**src/rtl/kernel_loader.sv**
```systemverilog
// Stream-to-bank write sequencer: fills KERNEL_BRAM_NUM banks, each with N words,
// in ascending (bank, addr) order. Each write is registered one cycle after the accept.
module kernel_loader #(
    parameter int KERNEL_BRAM_NUM           = 4,
    parameter int KERNEL_BRAM_ADDRESS_WIDTH = 16,
    parameter int DATA_WIDTH                = 32
) (
    input  logic                                 i_clock,
    input  logic                                 i_reset,
    input  logic                                 i_start,
    input  logic [KERNEL_BRAM_ADDRESS_WIDTH-1:0] i_words_per_bank,
    input  logic                                 i_valid,
    input  logic [DATA_WIDTH-1:0]                i_data,
    output logic                                 o_ready,
    output logic [KERNEL_BRAM_NUM-1:0]           o_enable,
    output logic [KERNEL_BRAM_NUM-1:0]           o_wenable,
    output logic [KERNEL_BRAM_ADDRESS_WIDTH-1:0] o_address,
    output logic [DATA_WIDTH-1:0]                o_bram_data,
    output logic                                 o_busy,
    output logic                                 o_done,
    output logic [1:0]                           debug_state
);
    localparam int AW = KERNEL_BRAM_ADDRESS_WIDTH;
    localparam int BW = (KERNEL_BRAM_NUM > 1) ? $clog2(KERNEL_BRAM_NUM) : 1;
    localparam logic [BW-1:0] LAST_BANK = BW'(KERNEL_BRAM_NUM - 1);

    typedef enum logic [1:0] {
        IDLE = 2'd0,
        LOAD = 2'd1,
        DONE = 2'd2
    } state_t;

    // Stream handshake: a word is accepted on any edge where i_valid && o_ready.
    // o_ready is a registered decode of the LOAD state and never looks at i_valid.
    state_t                      state, state_next;
    logic [BW-1:0]               bank;
    logic [AW-1:0]               addr;
    logic [AW-1:0]               n_words;
    logic                        accept;
    logic                        addr_last;
    logic                        bank_last;
    logic [KERNEL_BRAM_NUM-1:0]  bank_onehot;

    assign accept      = i_valid && o_ready;
    assign addr_last   = (addr == n_words - AW'(1));
    assign bank_last   = (bank == LAST_BANK);
    assign bank_onehot = KERNEL_BRAM_NUM'(1) << bank;
    assign debug_state = state;

    always_comb begin
        state_next = state;
        case (state)
            IDLE: begin
                if (i_start) begin
                    state_next = (i_words_per_bank != '0) ? LOAD : DONE;
                end
            end
            LOAD: begin
                if (accept && addr_last && bank_last) begin
                    state_next = DONE;
                end
            end
            DONE:    state_next = IDLE;
            default: state_next = IDLE;
        endcase
    end

    // Status outputs decode the next state so they line up with the state register.
    always_ff @(posedge i_clock or posedge i_reset) begin
        if (i_reset) begin
            state   <= IDLE;
            o_ready <= 1'b0;
            o_busy  <= 1'b0;
            o_done  <= 1'b0;
        end else begin
            state   <= state_next;
            o_ready <= (state_next == LOAD);
            o_busy  <= (state_next != IDLE);
            o_done  <= (state_next == DONE);
        end
    end

    always_ff @(posedge i_clock or posedge i_reset) begin
        if (i_reset) begin
            bank    <= '0;
            addr    <= '0;
            n_words <= '0;
        end else if (state == IDLE && i_start) begin
            bank    <= '0;
            addr    <= '0;
            n_words <= i_words_per_bank;
        end else if (accept) begin
            if (addr_last) begin
                addr <= '0;
                bank <= bank + BW'(1);
            end else begin
                addr <= addr + AW'(1);
            end
        end
    end

    // Address and data hold their last value between writes; only the enables drop.
    always_ff @(posedge i_clock or posedge i_reset) begin
        if (i_reset) begin
            o_enable    <= '0;
            o_wenable   <= '0;
            o_address   <= '0;
            o_bram_data <= '0;
        end else if (accept) begin
            o_enable    <= bank_onehot;
            o_wenable   <= bank_onehot;
            o_address   <= addr;
            o_bram_data <= i_data;
        end else begin
            o_enable    <= '0;
            o_wenable   <= '0;
        end
    end

endmodule

```
**config.mk**
```make
export PLATFORM = sky130hd
export DESIGN_NAME = kernel_loader
export DESIGN_NICKNAME = d
export VERILOG_FILES = /design/src/rtl/kernel_loader.sv
export SDC_FILE = /design/constraint.sdc
export NUM_CORES = 1
export LEC_CHECK = 0
export CAP_MARGIN = 30
export CORE_ASPECT_RATIO = 0.5
export CORE_MARGIN = 3
export CORE_UTILIZATION = 50
export CTS_BUF_LIST = sky130_fd_sc_hd__clkbuf_2 sky130_fd_sc_hd__clkbuf_4 sky130_fd_sc_hd__clkbuf_8
export DETAILED_ROUTE_END_ITERATION = 8
export GPL_ROUTABILITY_DRIVEN = 0
export MAX_ROUTING_LAYER = met4
export PLACE_DENSITY_LB_ADDON = 0.15
export SYNTH_ARGS = -nofsm -noshare
export SYNTH_HDL_FRONTEND = slang
export SYNTH_SLANG_ARGS = --single-unit
```
**constraint.sdc**
```tcl
create_clock -name i_clock -period 3.91 [get_ports i_clock]
set_input_delay 0.782 -clock i_clock [delete_from_list [all_inputs] [get_ports i_clock]]
set_output_delay 0.782 -clock i_clock [all_outputs]
set_load 0.01 [all_outputs]
```
==> out/summary.md <==
• Clk network pwr share: 19.0%
• Antenna Nets Post-Route: 0
• Avg Inst Size Synth: 11.0 µm²
• total of buffers placed on input and output ports: 112
• Hold Crit Class: register to register
• Synth top area share: 51.5%
• Gate power share: 37.4%
• Critical Path RT: 4.14 ns
• max_slew headroom: 44.7%
• number of antenna repair diodes: 0
• setup repair after global routing missed its margin: no
• part of the total power dissipated in sequential elements: 43.7%
• CTS clock-pin slew for the worst setup and hold paths: 0.09 ns
• setup skew after layout: 0.0142 ns
• Cells after Synth: 400
• setup tns final: 0 ns
• leak pwr: 2.51 nW
• number of warnings issued by yosys: 0
• GRT overflow: 0
• Setup Crit Path Kind: register to register
• Fmax: 309 MHz
• Int Pwr: 2.10 mW
• crit start category: register
• Final Max Tran Viols: 0
• num rows: 23
• area delta synth->final: 31.0%
• CTS tree: yes
• share of final-layout standard cells stronger than drive strength 1: 16.7%
• maximum level of the CTS H-tree: 3
• number of maximum-capacitance violations: 0
• starting density of the core: 53.3%
• most common cell after layout, fill and taps aside: clkdlybuf4s50_1
• most frequent cells in the layout: 112 x clkdlybuf4s50_1, 91 x dfrtp_1, 65 x nand2_1, 47 x mux2_2, 16 x nor2_1
• pre-CTS setup slack: 0.696 ns
• total power per unit cell area: 568 nW/µm²
• share of the core filled with cells: 69.8%
• Clk Latency, worst-skew pair: 0.36 ns
• overall track demand over capacity in global routing: 22.7%
• IO Count: 113
• maximum number of pins on one net before global-route repair: 38
• fill count: 636
• number of antenna violations at the first check in global routing: 0
• share of the clock period used by the worst path: 82.8%
• final instance area: 5790 µm²
• via count: 3407
• global-route wire length before repair: 17.5 mm
• number of setup buffers added after CTS: 0
• Worst R2R Start: n_words[0]
• type of destination of the critical path: register
• library cell used as clock root buffer: clkbuf_8
• sum of routed wire length over all layers: 10.4 mm
• NetSw: 1.18 mW
• number of setup violations in the final report: 0
• Post-CTS Hold Fix Bufs: 0
• startpoint of the most critical setup path: n_words[0]
• largest voltage drop on the vdd net: 244 µV
• Inserted Clock Buffers: 9
• final count of hold timing violations: 0
• post-synthesis sequential area ratio: 51.5%
• transition time at the pin with the least slew margin: 0.829 ns
• status: completed
• count of instances resized after the clock tree is built: 0
• placed inst area: 5590 µm²
• total of flip-flops plus latches after synthesis: 91
• horizontal die dimension: 139 µm
• detail-routed net length per standard cell: 16.8 µm
• Final Net Count: 561
• crit path to: addr[9]
• core region area: 8290 µm²
• Tot Pwr: 3.29 mW
• destination of the worst register-to-register timing path: addr[9]
• final critical delay including setup and external delays: 3.24 ns
• Final HPWL DP: 7.59 mm
• post-synthesis async set-or-reset flop share: 100%
• most area-hungry cell type in the Yosys netlist: dfrtp_1
• biggest area contributors in the synthesized netlist: dfrtp_1 52%, mux2_2 12%, nand2_1 5.5%, xor2_1 2.8%, xnor2_1 2.4%
• clock sink count: 91
• Post-synth EDFFs: 0
• maximum fanout count along the critical path: 11
• count of unique library cells instantiated by Yosys: 59
• drt initial violations: 210
• die area: 10100 µm²
• Worst Setup Slack, final: 0.674 ns
• worst-case register-to-register setup slack: 0.67 ns
• vias in the first global route: 3437
• Post-Syn Nets: 458
• area of the mapped netlist: 4420 µm²
• worst-case clock buffer depth: 2
• number of cell instances on the worst register-to-register path: 9
• most used flip-flop cell after synthesis: dfrtp_1
• Vias/cell: 5.50
• Switching Share: 36.0%
• Die H: 72.5 µm
• DRT Pass-1 Iters: 5
• detailed-route DRC error count: 0
• CP Data Arrival Time: 3.47 ns
[worst min-delay path by stage]
stage                    startpoint              end  slack, ns  depth (start not counted)
floorplan               n_words[15]      n_words[15]       0.47                          2
global placement     debug_state[1]           o_busy       0.46                          1
CTS                  debug_state[1]           o_busy       0.48                          1
finish               debug_state[1]           o_busy       0.49                          1
detailed placement   debug_state[1]           o_busy       0.47                          1
global route        o_bram_data[31]  o_bram_data[31]       0.52                          1
[logic make-up (layout without fill, tap and decap cells)]
kind of cell               after synthesis  in the layout  share of synthesized area [%]
AOI/OAI and AO/OA                       44             44                           7.42
xor gates and xnor gates                26             26                           5.15
adders and majority gates                6              6                           1.70
buffers and inverters                   35            143                           3.77
DFF                                     91             91                           51.5
muxes                                   49             49                           12.5
and+or+nand+nor                        149            149                           17.9
[sequential cells by signal (all words and copies together), names as in the netlist]
name and count:
addr 16, o_done 1, o_busy 1, n_words 16
o_address 16, debug_state 2, bank 2, o_wenable 4
o_bram_data 32, o_ready 1
[area by class of cell]
type | count | area (µm²) | area share (%)
clock buffer | 12 | 165 | 2.85
clock inverter | 4 | 31.3 | 0.541
inverter | 10 | 38.8 | 0.670
multi-input combinational | 274 | 1970 | 34.1
sequential | 91 | 2280 | 39.4
tap | 112 | 140 | 2.42
timing repair buffer | 117 | 1160 | 20.0
[synthesized netlist by cell type (3+ instances only)]
cell type / number
and3_1: 8
buf_2: 4
nor2_1: 16
mux2_2: 47
inv_1: 10
a21oi_1: 3
o31ai_1: 3
nand3_1: 9
o21ai_0: 13
xor2_1: 14
nor4_1: 6
ha_1: 6
xnor2_1: 12
a31oi_1: 4
nand2_1: 65
dfrtp_1: 91
clkbuf_1: 15
o311ai_1: 3
nand4_1: 12
or2_2: 3
nor3_1: 7
buf_4: 4
a22oi_1: 4
[power by group through the flow]
stage | combinational [mW] | sequential [mW] | clock [mW]
floorplan | 0.819 | 1.39 | 0
global placement | 1.21 | 1.44 | 0
detailed placement | 1.22 | 1.45 | 0
CTS | 1.24 | 1.43 | 0.645
global route | 1.35 | 1.48 | 0.680
finish | 1.23 | 1.43 | 0.624
[routing by layer]
layer | vias up | track usage [%] | wire [µm] | part of all wire (%)
met2 | 125 | 32.3 | 4360 | 42
li1 | 1605 | - | - | -
met1 | 1658 | 30.1 | 4860 | 47
met4 | 0 | 6.83 | 165 | 1.6
met3 | 19 | 9.08 | 1040 | 10
met5 | - | - | 0 | 0
[metrics by stage]
step                      cells  hold WS (ns)
after global placement      604         0.463
after detailed placement    604         0.466
after CTS                   620         0.481
final                       620         0.487
after global routing        620         0.522
after floorplan             400         0.465
[critical path: stages (launching register included)]
cell and delay (ns):
dfrtp_1 0.43, inv_1 0.08, ha_1 0.26, nor2b_2 0.22, or3_1 0.37, a311o_1 0.37
nor3_1 0.27, nand4_2 0.42, nand4_1 0.51, o311ai_0 0.17
(Power assumes the default switching activity.)
